### src/rtl/square_wave_pkg.sv
// Shared constants for the square-wave generator and its detector: state encoding and reset defaults.
// Loopback limits line up only if the generator and the detector both take their defaults from here.
package square_wave_pkg;

   typedef enum logic [1:0] {
      IDLE = 2'd0,
      HIGH = 2'd1,
      LOW  = 2'd2
   } state_t;

   localparam int SWG_CNT_W    = 16;
   localparam int SWG_DEF_HIGH = 50;
   localparam int SWG_DEF_LOW  = 50;

endpackage

### src/rtl/swg_cfg_shadow.sv
// Pending/active high-low configuration with a zero check and a boundary bypass; oCfgErr is registered one cycle after a bad strobe.
// The config that governs a new period is combinational, so it can be used on the same apply edge; loads are never stalled.
module swg_cfg_shadow
   import square_wave_pkg::*;
#(
   parameter int CNT_W    = SWG_CNT_W,
   parameter int DEF_HIGH = SWG_DEF_HIGH,
   parameter int DEF_LOW  = SWG_DEF_LOW
) (
   input  logic             iClk,
   input  logic             iRst_n,
   input  logic             iLoad,
   input  logic [CNT_W-1:0] iHighCnt,
   input  logic [CNT_W-1:0] iLowCnt,
   input  logic             iApply,
   output logic [CNT_W-1:0] oEffHigh,
   output logic [CNT_W-1:0] oActLow,
   output logic             oCfgErr
);

   typedef struct packed {
      logic [CNT_W-1:0] high;
      logic [CNT_W-1:0] low;
   } cfg_t;

   cfg_t active, pending, reqCfg, effCfg;
   logic pendVld;
   logic loadOk;

   assign reqCfg.high = iHighCnt;
   assign reqCfg.low  = iLowCnt;
   assign loadOk      = iLoad && (iHighCnt != '0) && (iLowCnt != '0);

   // A good load on the apply edge wins over anything already pending.
   assign effCfg   = loadOk ? reqCfg : (pendVld ? pending : active);
   assign oEffHigh = effCfg.high;
   assign oActLow  = active.low;

   always_ff @(posedge iClk or negedge iRst_n) begin
      if (!iRst_n) begin
         active.high <= CNT_W'(DEF_HIGH);
         active.low  <= CNT_W'(DEF_LOW);
         pending     <= '0;
         pendVld     <= 1'b0;
         oCfgErr     <= 1'b0;
      end else begin
         oCfgErr <= iLoad && !loadOk;
         if (iApply) begin
            active  <= effCfg;
            pendVld <= 1'b0;
         end else if (loadOk) begin
            pending <= reqCfg;
            pendVld <= 1'b1;
         end
      end
   end

endmodule

### src/rtl/square_wave_gen.sv
// Programmable square-wave generator, whole periods only; output rises on the edge that samples iEnable high in IDLE.
// No backpressure: iEnable is checked only at period boundaries, and iLoad is accepted on any cycle.
module square_wave_gen
   import square_wave_pkg::*;
#(
   parameter int CNT_W    = SWG_CNT_W,
   parameter int DEF_HIGH = SWG_DEF_HIGH,
   parameter int DEF_LOW  = SWG_DEF_LOW
) (
   input  logic             iClk,
   input  logic             iRst_n,
   input  logic             iEnable,
   input  logic             iLoad,
   input  logic [CNT_W-1:0] iHighCnt,
   input  logic [CNT_W-1:0] iLowCnt,
   output logic             oSquareWave,
   output logic             oPeriodDone,
   output logic             oBusy,
   output logic             oCfgErr
);

   state_t           state, stateNext;
   logic [CNT_W-1:0] cnt, cntNext;
   logic [CNT_W-1:0] effHigh, actLow;
   logic             apply;

   swg_cfg_shadow #(
      .CNT_W   (CNT_W),
      .DEF_HIGH(DEF_HIGH),
      .DEF_LOW (DEF_LOW)
   ) uCfgShadow (
      .iClk    (iClk),
      .iRst_n  (iRst_n),
      .iLoad   (iLoad),
      .iHighCnt(iHighCnt),
      .iLowCnt (iLowCnt),
      .iApply  (apply),
      .oEffHigh(effHigh),
      .oActLow (actLow),
      .oCfgErr (oCfgErr)
   );

   always_comb begin
      stateNext = state;
      cntNext   = cnt;
      apply     = 1'b0;
      case (state)
         IDLE: begin
            if (iEnable) begin
               stateNext = HIGH;
               apply     = 1'b1;
               cntNext   = effHigh - CNT_W'(1);
            end
         end
         HIGH: begin
            if (cnt == '0) begin
               stateNext = LOW;
               cntNext   = actLow - CNT_W'(1);
            end else begin
               cntNext = cnt - CNT_W'(1);
            end
         end
         LOW: begin
            if (cnt != '0) begin
               cntNext = cnt - CNT_W'(1);
            end else if (iEnable) begin
               stateNext = HIGH;
               apply     = 1'b1;
               cntNext   = effHigh - CNT_W'(1);
            end else begin
               stateNext = IDLE;
               cntNext   = '0;
            end
         end
         default: begin
            stateNext = IDLE;
            cntNext   = '0;
         end
      endcase
   end

   // Outputs are decoded from the next state so they switch on the same edge as the state.
   always_ff @(posedge iClk or negedge iRst_n) begin
      if (!iRst_n) begin
         state       <= IDLE;
         cnt         <= '0;
         oSquareWave <= 1'b0;
         oPeriodDone <= 1'b0;
         oBusy       <= 1'b0;
      end else begin
         state       <= stateNext;
         cnt         <= cntNext;
         oSquareWave <= (stateNext == HIGH);
         oPeriodDone <= (stateNext == LOW) && (cntNext == '0);
         oBusy       <= (stateNext != IDLE);
      end
   end

endmodule

### config.mk
export PLATFORM = sky130hd
export DESIGN_NAME = square_wave_gen
export DESIGN_NICKNAME = d
export VERILOG_FILES = /design/src/rtl/square_wave_pkg.sv /design/src/rtl/swg_cfg_shadow.sv /design/src/rtl/square_wave_gen.sv
export SDC_FILE = /design/constraint.sdc
export NUM_CORES = 1
export LEC_CHECK = 0
export CAP_MARGIN = 20
export CORE_MARGIN = 2
export CORE_UTILIZATION = 60
export CTS_CLUSTER_DIAMETER = 40
export DETAILED_ROUTE_END_ITERATION = 10
export PLACE_DENSITY = 0.81
export SLEW_MARGIN = 20
export SYNTH_ARGS = -nofsm -noshare
export SYNTH_HDL_FRONTEND = slang
export SYNTH_SLANG_ARGS = --single-unit
export TNS_END_PERCENT = 30
### constraint.sdc
create_clock -name iClk -period 5.29 [get_ports iClk]
set_input_delay 0.529 -clock iClk [delete_from_list [all_inputs] [get_ports iClk]]
set_output_delay 0.529 -clock iClk [all_outputs]
set_load 0.01 [all_outputs]
==> results by group, run 1 <==
Clocking
  • CTS Hold Buffers Added: 0
  • CTS buffer count: 9
  • Clk_lat worst skew: 0.37 ns
  • H-tree levels: 3
  • Root buf cell: clkbuf_8
  • TritonCTS clock tree: yes
  • Post_cts resized: 0
  • Clk pin slew, worst setup/hold paths: approximately 0.11 ns
  • Setup bufs post-CTS: 0
  • Clk sinks: 87
  • Clock buffer depth: 2

Routing
  • Number of remaining DRC errors: 0
  • Via/cell ratio: ~6.8
  • Final wirelength: around 17 mm
  • DRT iter0 DRCs: 436
  • Vias: 5455
  • Drt first pass iters: 5
  • Routed Antenna Nets: 0
  • WL/cell: between 20 and 25 microns

Timing
  • Period Utilization, post-route: 88.10%
  • Fmax: 214.6 MHz
  • Final Max Slew Viols: 0
  • Hold slack: 0.02113 ns
  • Final setup violation count: 0
  • Clock skew: 0.02162 ns
  • RSZ-0062 raised after global routing: no
  • Worst slew margin: between 30% and 40%
  • Tightest Pin Transition: 1.020 ns
  • Fin. Hold Viols: 0
  • Crit path time final: between 4 and 5 ns
  • Post-route setup TNS: 0 ns

Synth
  • Cells after synthesis: 642
  • Post-Syn Nets: 681
  • Synth Cell Area: 5789 sq um
  • Distinct cells, synth: 74
  • Synth async-reset ratio: 100.0%
  • Prevailing post-synth register cell: dfrtp_1
  • Seq/Total Area, Yosys: 37.74%
  • Number of synthesis warnings: 0
  • Dominant cell type by area after synthesis: dfrtp_1
  • Synth cell count leaders: 81 x dfrtp_1, 54 x nor2_1, 46 x nand2_1, 46 x o21ai_0, 31 x a21oi_1
  • Top area cells in the synthesized netlist: dfrtp_1 35%, mux2_2 5.3%, o21ai_0 4.0%
  • Flop and latch count out of synthesis: 87
  • Number of synthesized flops with an enable pin: 0
  • Post-synth top area share: 35.01%
  • Mapped Avg Cell Area: approximately 9.0 sq um
  • Most common cell in the synthesized netlist: dfrtp_1

Place
  • HPWL Detailed: approximately 13 mm
  • Port bufs: 39
  • GPL Wtd Cong: 1.022
  • Placement-stage cell area: roughly 6300 sq um

GRT
  • Gr busiest metal: met2
  • Largest net degree at the start of global routing: 67
  • Met2 GRT Util: 55.92%
  • Vias in the first global route: between 5000 and 6000
  • Grt total ovfl: 0
  • Grt met3 use: 4.788%
  • Met1 Usage GRT: 49.98%
  • GRT Total Usage: 35.22%
  • Initial antenna violation count: 0
  • First-pass GRT wire length: 27.88 mm

Die
  • Die Ht: 102.2 microns
  • Die Wd: about 100 microns
  • Starting Density: between 60% and 70%
  • # IOs: 40
  • Area of the core: 9284 sq um
  • Core Rows: 35
  • DIE AREA: 10450 sq um

Layout
  • Layout area overhead: 11.74%
  • Number of diodes: 0
  • Layout Nets: 704
  • Post-layout util: 69.68%
  • Layout cells sized above 1: about 13%
  • Final Cell Area: approximately 6500 sq um

Power and ir drop
  • Switching Share: roughly 29%
  • Clock power share: 35.7%
  • Reg power frac: just over 50%
  • Static Leakage: 2.504 nW
  • Total power: 1.408 mW
  • Peak VDD IR: between 150 and 200 uV
  • Int Pwr: 1.004 mW
  • Pwr/cell area: 217.6 nW/um^2
  • Switching power total: 0.4038 mW
  • Logic gate share of total power: 13.7%

Critical path
  • Required @ worst endpoint: 5.56 ns
  • R2R cell count: 9
  • Flop2flop setup slack: roughly 1.4 ns
  • Critical path peak fanout: 11
  • Reg-to-reg endpoint: uCfgShadow.pending[31]$_DFFE_PN0P_
  • Worst Path Class, Setup: in -> reg
  • Worst Setup End Kind: register
  • Crit path DAT: 4.93 ns
  • Startpoint types: input port
  • FF-to-FF Start: cnt[0]$_DFF_PN0_

Min path
  • HP Class: in -> async

Job
  • Number of max-cap violations: 0

Outcome
  • Status: completed
[through the flow]
step	setup slack (ns)	std cells
after floorplan	1.175	642
after global placement	0.6659	783
after detailed placement	0.4133	783
after CTS	0.7816	799
after global routing	0.1891	799
final	0.6296	799
[sequential cells by signal, indices dropped and copies added (netlist names)]
register and cells:
oBusy 1, uCfgShadow.oCfgErr 1, uCfgShadow.active 16, uCfgShadow.pending 32, oSquareWave 1, cnt 16, state 2, uCfgShadow.pendVld 1
uCfgShadow.oActLow 16, oPeriodDone 1
[logic make-up after synthesis]
kind of cell,count (synthesis),share of synthesized area (%)
adders and majority gates,3,0.6484
DFF,87,37.73
and+or+nand+nor,225,21.42
AOI/OAI and AO/OA,192,22.07
xor gates and xnor gates,34,5.144
muxes,49,9.207
buffers and inverters,52,3.782
[worst max-delay path by stage]
| stage | startpoint | end | slack (ns) | depth (start not counted) |
|---|---|---|---|---|
| floorplan | iHighCnt[5] | oPeriodDone$_DFF_PN0_ | 1.17 | 17 |
| global placement | iHighCnt[4] | oPeriodDone$_DFF_PN0_ | 0.67 | 14 |
| detailed placement | iHighCnt[4] | oPeriodDone$_DFF_PN0_ | 0.41 | 14 |
| CTS | iHighCnt[8] | oPeriodDone$_DFF_PN0_ | 0.78 | 14 |
| global route | iHighCnt[4] | oPeriodDone$_DFF_PN0_ | 0.19 | 14 |
| finish | iHighCnt[4] | oPeriodDone$_DFF_PN0_ | 0.63 | 14 |
[placed cells by master, fill, tap and decap left out, types with 4 or more instances in the layout]
cell,count
or3_1,14
buf_4,11
o22ai_1,20
clkbuf_8,9
mux2i_1,15
xnor2_1,23
nor3_1,22
a221oi_1,4
a31oi_1,7
o21ai_0,46
nor3b_1,6
nand2_1,46
a32oi_1,4
a21oi_1,31
dfrtp_1,81
clkdlybuf4s50_1,38
and3_1,7
a22oi_1,18
dfstp_2,6
nor2_1,53
o21ai_1,8
mux2_1,7
nand4_1,8
a211oi_1,5
inv_1,15
xor2_1,11
or4_1,6
o31ai_1,4
o211ai_1,7
mux2_2,27
nand2b_1,4
nor4_1,17
nand3_1,13
[layout make-up]
type                    count  area, sq um
flip-flops and latches     87         2185
clock inverters             7        86.33
clock buffers               9        123.9
well taps                 129        161.4
repair buffers             49        462.9
inverters                  15        56.30
multi-input cells         503         3393
fillers                   774         2815
[worst max-delay path, cell delays in order]
cell and delay [ns]:
clkdlybuf4s50_1 0.57, nor4_1 0.61, nand2_1 0.26, o21a_1 0.28
a21oi_1 0.28, ha_1 0.40, or4b_2 0.68, o21ai_0 0.19
o2111ai_1 0.14, o31ai_1 0.17, o221ai_1 0.24, nor4_2 0.17
nand4b_1 0.14, nor4_2 0.26
[power by group through the flow]
stage | clock network, mW | logic, mW | registers, mW
detailed placement | 0 | 0.188 | 0.724
CTS | 0.510 | 0.189 | 0.711
global placement | 0 | 0.184 | 0.723
floorplan | 0 | 0.106 | 0.717
global route | 0.536 | 0.208 | 0.715
finish | 0.503 | 0.192 | 0.713
[routing by layer]
layer  vias to the layer above  share of wire [%]
li1                       2491                  -
met1                      2655                 43
met2                       263                 46
met3                        46                7.5
met4                         0                3.1
met5                         -                  0
No activity file was read; power rests on OpenSTA's default activity.
==> run 2, diff against run 1 <==
- GPL_ROUTABILITY_DRIVEN: not set -> 0
- SETUP_SLACK_MARGIN: not set -> 0.5
==> run 2 against run 1 <==
Net effect: sequential share of layout area barely moved; global-route usage fell by 0.85 points; wire length fell by 2.9%; maximum frequency rose by 4.8%; first-iteration DRC count rose by 25%; register-to-register slack got worse by 0.05 ns; largest power group unchanged; clock power fell by 0.8%; clock-buffer cell count rose by 1; clock skew fell by 0.011 ns; sequential cell count did not move; via count rose by 1.9%; core utilization rose by 0.067 points.
==> results by group, run 2 (synthesis gave the netlist of run 1 again) <==
Power and ir drop
  • Pwr/cell area: 216.8 nW/um^2
  • Total power: roughly 1.4 mW
  • Static Leakage: 2.500 nW
  • Peak VDD IR: between 150 and 200 uV

Outcome
  • Status: completed

Layout
  • Number of diodes: 0
  • Layout Nets: 703
  • Most common cell after layout, fill and taps aside: dfrtp_1
  • Layout area overhead: 11.84%
  • Number of flip-flops in the largest register: 32
  • Filler Cell Count: around 730
  • Final Cell Area: about 6500 sq um
  • Most flop-heavy register: uCfgShadow.pending
  • Post-layout util: 69.74%
  • Commonest non-fill, non-tap cells in the layout: 81 x dfrtp_1, 53 x nor2_1, 46 x nand2_1, 46 x o21ai_0, 38 x clkdlybuf4s50_1
  • Layout cells sized above 1: around 13%

Die
  • Die Ht: 102.2 microns
  • Area of the core: 9284 sq um
  • # IOs: 40
  • Die Wd: 102.2 microns
  • Core Rows: 35
  • DIE AREA: 10450 sq um
  • Starting Density: 62.36%

Timing
  • RSZ-0062 raised after global routing: no
  • Period Utilization, post-route: 84.06%
  • Clock skew: between 0.01 and 0.015 ns
  • Post-route setup TNS: 0 ns
  • Crit path time final: between 4 and 5 ns
  • Final setup violation count: 0
  • Worst slew margin: between 30% and 40%
  • Fmax: 224.9 MHz
  • Tightest Pin Transition: between 0.9 and 1 ns
  • Fin. Hold Viols: 0
  • Final Max Slew Viols: 0
  • Hold slack: about 0.18 ns

Clocking
  • Clock buffer depth: 2
  • Post_cts resized: 0
  • Clk sinks: 87
  • Root buf cell: clkbuf_8
  • TritonCTS clock tree: yes
  • CTS Hold Buffers Added: 0
  • Clk_lat worst skew: 0.38 ns
  • Clk pin slew, worst setup/hold paths: 0.10 ns
  • H-tree levels: 3
  • CTS buffer count: 9
  • Setup bufs post-CTS: 0

Routing
  • Drt first pass iters: 5
  • Via/cell ratio: 6.967
  • WL/cell: approximately 21 microns
  • Final wirelength: 16.88 mm
  • DRT iter0 DRCs: 547
  • Vias: between 5000 and 6000
  • Number of remaining DRC errors: 0
  • Routed Antenna Nets: 0

GRT
  • GRT Total Usage: 34.37%
  • Vias in the first global route: 5162
  • First-pass GRT wire length: ~27 mm
  • Largest net degree at the start of global routing: 88
  • Initial antenna violation count: 0
  • Grt total ovfl: 0

Critical path
  • Beginning of the critical path: iLowCnt[1]
  • Flop2flop setup slack: 1.31 ns
  • Critical path peak fanout: 11
  • Required @ worst endpoint: 5.58 ns
  • Worst Path Class, Setup: in -> reg
  • FF-to-FF Start: cnt[0]$_DFF_PN0_
  • Reg-to-reg endpoint: oPeriodDone$_DFF_PN0_
  • Crit path DAT: 4.74 ns
  • Worst Setup End Kind: register
  • Startpoint types: input port
  • R2R cell count: 10

Place
  • Port bufs: 39
  • Placement-stage cell area: 6246 sq um
  • HPWL Detailed: 12.15 mm

Min path
  • HP Class: in -> async

Job
  • Number of max-cap violations: 0
==> run 2: cell count changes in the layout (fill, tap and decap cells not counted), sizes merged <==
cell	change
buf	-1
clkbuf	+1
clkinv	+1
clkinvlp	-1
inv	-1
==> run 2: stage by stage <==
step / setup slack (ns) / cells
2_1_floorplan: 1.175 / 642
3_3_place_gp: 0.7100 / 782
3_5_place_dp: 0.4586 / 782
4_1_cts: 0.8175 / 798
5_1_grt: 0.5679 / 798
6_report: 0.8434 / 798
==> run 2: how the worst max path moves through the flow <==
stage | cells after the start | end | slack [ns]
floorplan | 17 | oPeriodDone$_DFF_PN0_ | 1.17
global route | 14 | oPeriodDone$_DFF_PN0_ | 0.57
CTS | 14 | oPeriodDone$_DFF_PN0_ | 0.82
global placement | 14 | oPeriodDone$_DFF_PN0_ | 0.71
finish | 16 | oPeriodDone$_DFF_PN0_ | 0.84
detailed placement | 14 | oPeriodDone$_DFF_PN0_ | 0.46
==> run 2: final cells by class <==
type	count	area (sq um)	share of cell area (%)
Clock buffer	10	127.6	1.971
Clock inverter	6	78.83	1.217
Inverter	15	56.30	0.8696
Multi-Input combinational cell	503	3407	52.62
Sequential cell	87	2185	33.74
Tap cell	129	161.4	2.493
Timing Repair Buffer	48	459.2	7.092
==> run 2: worst max-delay path: stages <==
cell             delay [ns]
clkdlybuf4s50_1        0.51
nor4_1                 0.08
a41oi_1                0.45
o21a_1                 0.27
buf_4                  0.22
nor2_1                 0.07
a21oi_1                0.23
ha_1                   0.41
or4b_2                 0.68
o21ai_0                0.18
o2111ai_1              0.14
o31ai_1                0.15
o221ai_1               0.24
nor4_2                 0.19
nand4b_1               0.15
nor4_2                 0.26
==> run 2: report_power, final <==
| part | switching [mW] | internal, mW | total [mW] |
|---|---|---|---|
| clock | 0.270 | 0.229 | 0.499 |
| sequential | 0.0230 | 0.690 | 0.713 |
| combinational | 0.107 | 0.0847 | 0.192 |
| total | 0.401 | 1.00 | 1.40 |
==> run 2: layer usage <==
layer,vias to the layer above,track usage [%],wire [microns]
li1,2480,-,-
met1,2647,48.19,6920
met2,367,51.92,7612
met3,66,8.003,1733
met4,0,13.64,616
met5,-,0,0
==> run 3, diff against run 2 <==
- CORE_UTILIZATION: 60 -> 54
- PLACE_DENSITY: 0.81 -> 0.77
- clock period: 5.29 -> 3.9 ns (I/O delays scaled with it)
==> run 3 against run 2 <==
Net effect: critical path depth is 4 lower; combinational power increased by 54%; clock-buffer cell count grew 1; largest power group unchanged.
==> results by group, run 3 (synthesis gave the netlist of run 1 again) <==
Die
  • Core Rows: 37
  • Die Ht: 107.5 microns
  • # IOs: 40
  • Starting Density: a little under three fifths
  • Die Wd: 107.5 microns
  • Area of the core: 10370 sq um
  • DIE AREA: between 10000 and 15000 sq um

Routing
  • WL/cell: 20.73 microns
  • Via/cell ratio: between 6 and 7
  • Number of remaining DRC errors: 0
  • Final wirelength: 17.47 mm
  • Drt first pass iters: 5
  • Vias: 5681
  • Routed Antenna Nets: 0
  • DRT iter0 DRCs: between 500 and 600

Layout
  • Most flop-heavy register: uCfgShadow.pending
  • Area of the multi-input gates: 3591 sq um
  • Commonest non-fill, non-tap cells in the layout: 80 x dfrtp_1, 49 x nor2_1, 46 x buf_4, 45 x nand2_1, 43 x o21ai_0
  • Layout Nets: around 740
  • Final Cell Area: ~7000 sq um
  • Number of diodes: 0
  • Filler Cell Count: about 800
  • Most common cell after layout, fill and taps aside: dfrtp_1
  • Layout area overhead: 20.88%
  • Register area: 2186 sq um
  • Post-layout util: about two thirds
  • Layout cells sized above 1: 20.93%
  • Number of flip-flops in the largest register: 32

GRT
  • Initial antenna violation count: 0
  • GRT Total Usage: a little under a third
  • Largest net degree at the start of global routing: 88
  • First-pass GRT wire length: 28.05 mm
  • Vias in the first global route: 5456
  • Grt total ovfl: 0

Clocking
  • Clk_lat worst skew: 0.37 ns
  • CTS buffer count: 9
  • Clk pin slew, worst setup/hold paths: 0.10 ns
  • Clk sinks: 87
  • Root buf cell: clkbuf_8
  • TritonCTS clock tree: yes
  • H-tree levels: 3
  • Clock buffer depth: 2
  • CTS Hold Buffers Added: 0

Critical path
  • FF-to-FF Start: cnt[0]$_DFF_PN0_
  • R2R cell count: 11
  • Beginning of the critical path: iHighCnt[14]
  • Startpoint types: input port
  • Worst stage delay on the critical path: about 0.52 ns
  • Required @ worst endpoint: 4.17 ns
  • Flop2flop setup slack: 0.65 ns
  • Reg-to-reg endpoint: oPeriodDone$_DFF_PN0_
  • Crit-path cells: clkdlybuf4s50_1 -> nor2_2 -> nand3_1 -> o21a_4 -> a21oi_4 -> ha_2 -> or4b_4 -> nor4_1 -> xor2_1 -> o2111ai_1 -> o211ai_1 -> nor4_2
  • Crit path DAT: 3.64 ns
  • Worst Setup End Kind: register
  • CP max stage cell: clkdlybuf4s50_1
  • Critical path peak fanout: 7
  • Worst Path Class, Setup: in -> reg

Timing
  • Tightest Pin Transition: approximately 0.8 ns
  • Fmax: 296.8 MHz
  • Hold slack: 0.07815 ns
  • RSZ-0062 raised after global routing: no
  • Crit path time final: 3.370 ns
  • Post-route setup TNS: 0 ns
  • Final Max Slew Viols: 0
  • Final setup violation count: 0
  • Worst setup margin: 0.5303 ns
  • Worst slew margin: 46.89%
  • Clock skew: between 0.015 and 0.02 ns
  • Fin. Hold Viols: 0
  • Period Utilization, post-route: 86.40%

Power and ir drop
  • Reg power frac: between 50% and 60%
  • Int Pwr: between 1 and 1.5 mW
  • Clock power share: 33.2%
  • Static Leakage: 2.890 nW
  • Pwr/cell area: 270.0 nW/um^2
  • Logic gate share of total power: 15.7%
  • Peak VDD IR: 228.8 uV
  • Switching power total: 0.5446 mW
  • Switching Share: 28.82%

Place
  • Port bufs: 39
  • HPWL Detailed: 12.71 mm
  • Worst slack, placed: -0.07364 ns
  • Placement-stage cell area: 6540 sq um

Job
  • Number of max-cap violations: 0

Min path
  • HP Class: in -> async

Outcome
  • Status: completed
[run 3: area by class of cell]
class	instances	share of cell area (%)
Inverter	15	0.8046
Clock inverter	5	0.5543
Timing Repair Buffer	86	11.50
Multi-Input combinational cell	503	51.31
Tap cell	136	2.432
Sequential cell	87	31.24
Clock buffer	11	2.163
[run 3: metrics by stage]
| step | power, mW | cells |
|---|---|---|
| after global routing | 1.963 | 843 |
| final | 1.890 | 843 |
| after global placement | 1.247 | 819 |
| after detailed placement | 1.256 | 820 |
| after floorplan | 1.123 | 642 |
| after CTS | 1.881 | 840 |
[run 3: power groups by stage]
stage	clock (mW)	sequential (mW)	combinational (mW)
final	0.627	0.967	0.296
after global routing	0.672	0.972	0.320
after CTS	0.635	0.966	0.281
after detailed placement	0	0.984	0.272
after global placement	0	0.980	0.267
after floorplan	0	0.972	0.151
[run 3: how the worst max path moves through the flow]
stage                             to  slack, ns  cells after the start
4_1_cts        oPeriodDone$_DFF_PN0_       0.51                     14
3_5_place_dp   oPeriodDone$_DFF_PN0_      -0.07                     14
6_report       oPeriodDone$_DFF_PN0_       0.53                     12
2_1_floorplan  oPeriodDone$_DFF_PN0_       0.50                     16
5_1_grt        oPeriodDone$_DFF_PN0_       0.45                     14
3_3_place_gp   oPeriodDone$_DFF_PN0_       0.13                     14
[run 3: repair_timing]
| action | in CTS | in global routing |
|---|---|---|
| endpoints found under the setup margin | 1 | 1 |
| gates resized for setup | 9 | 40 |
| cloned | 0 | 0 |
| pin swaps | 11 | 20 |
| setup buffers | 4 | 3 |
[run 3: per-layer routing]
| metal | global-route usage (%) | routed length (microns) | vias to the layer above |
|---|---|---|---|
| met5 | 0 | 0 | - |
| met3 | 6.719 | 1665 | 69 |
| met2 | 46.99 | 7873 | 326 |
| li1 | - | - | 2567 |
| met1 | 43.01 | 7166 | 2719 |
| met4 | 13.92 | 767 | 0 |
[run 3: worst max-delay path, delay by kind of cell]
family | cells | cell delay [ns]
AO/OA/AOI/OAI | 4 | 0.86
XOR/XNOR | 1 | 0.12
adder cells (fa/ha/maj) | 1 | 0.21
buffers and inverters | 1 | 0.52
AND/OR/NAND/NOR | 5 | 1.54
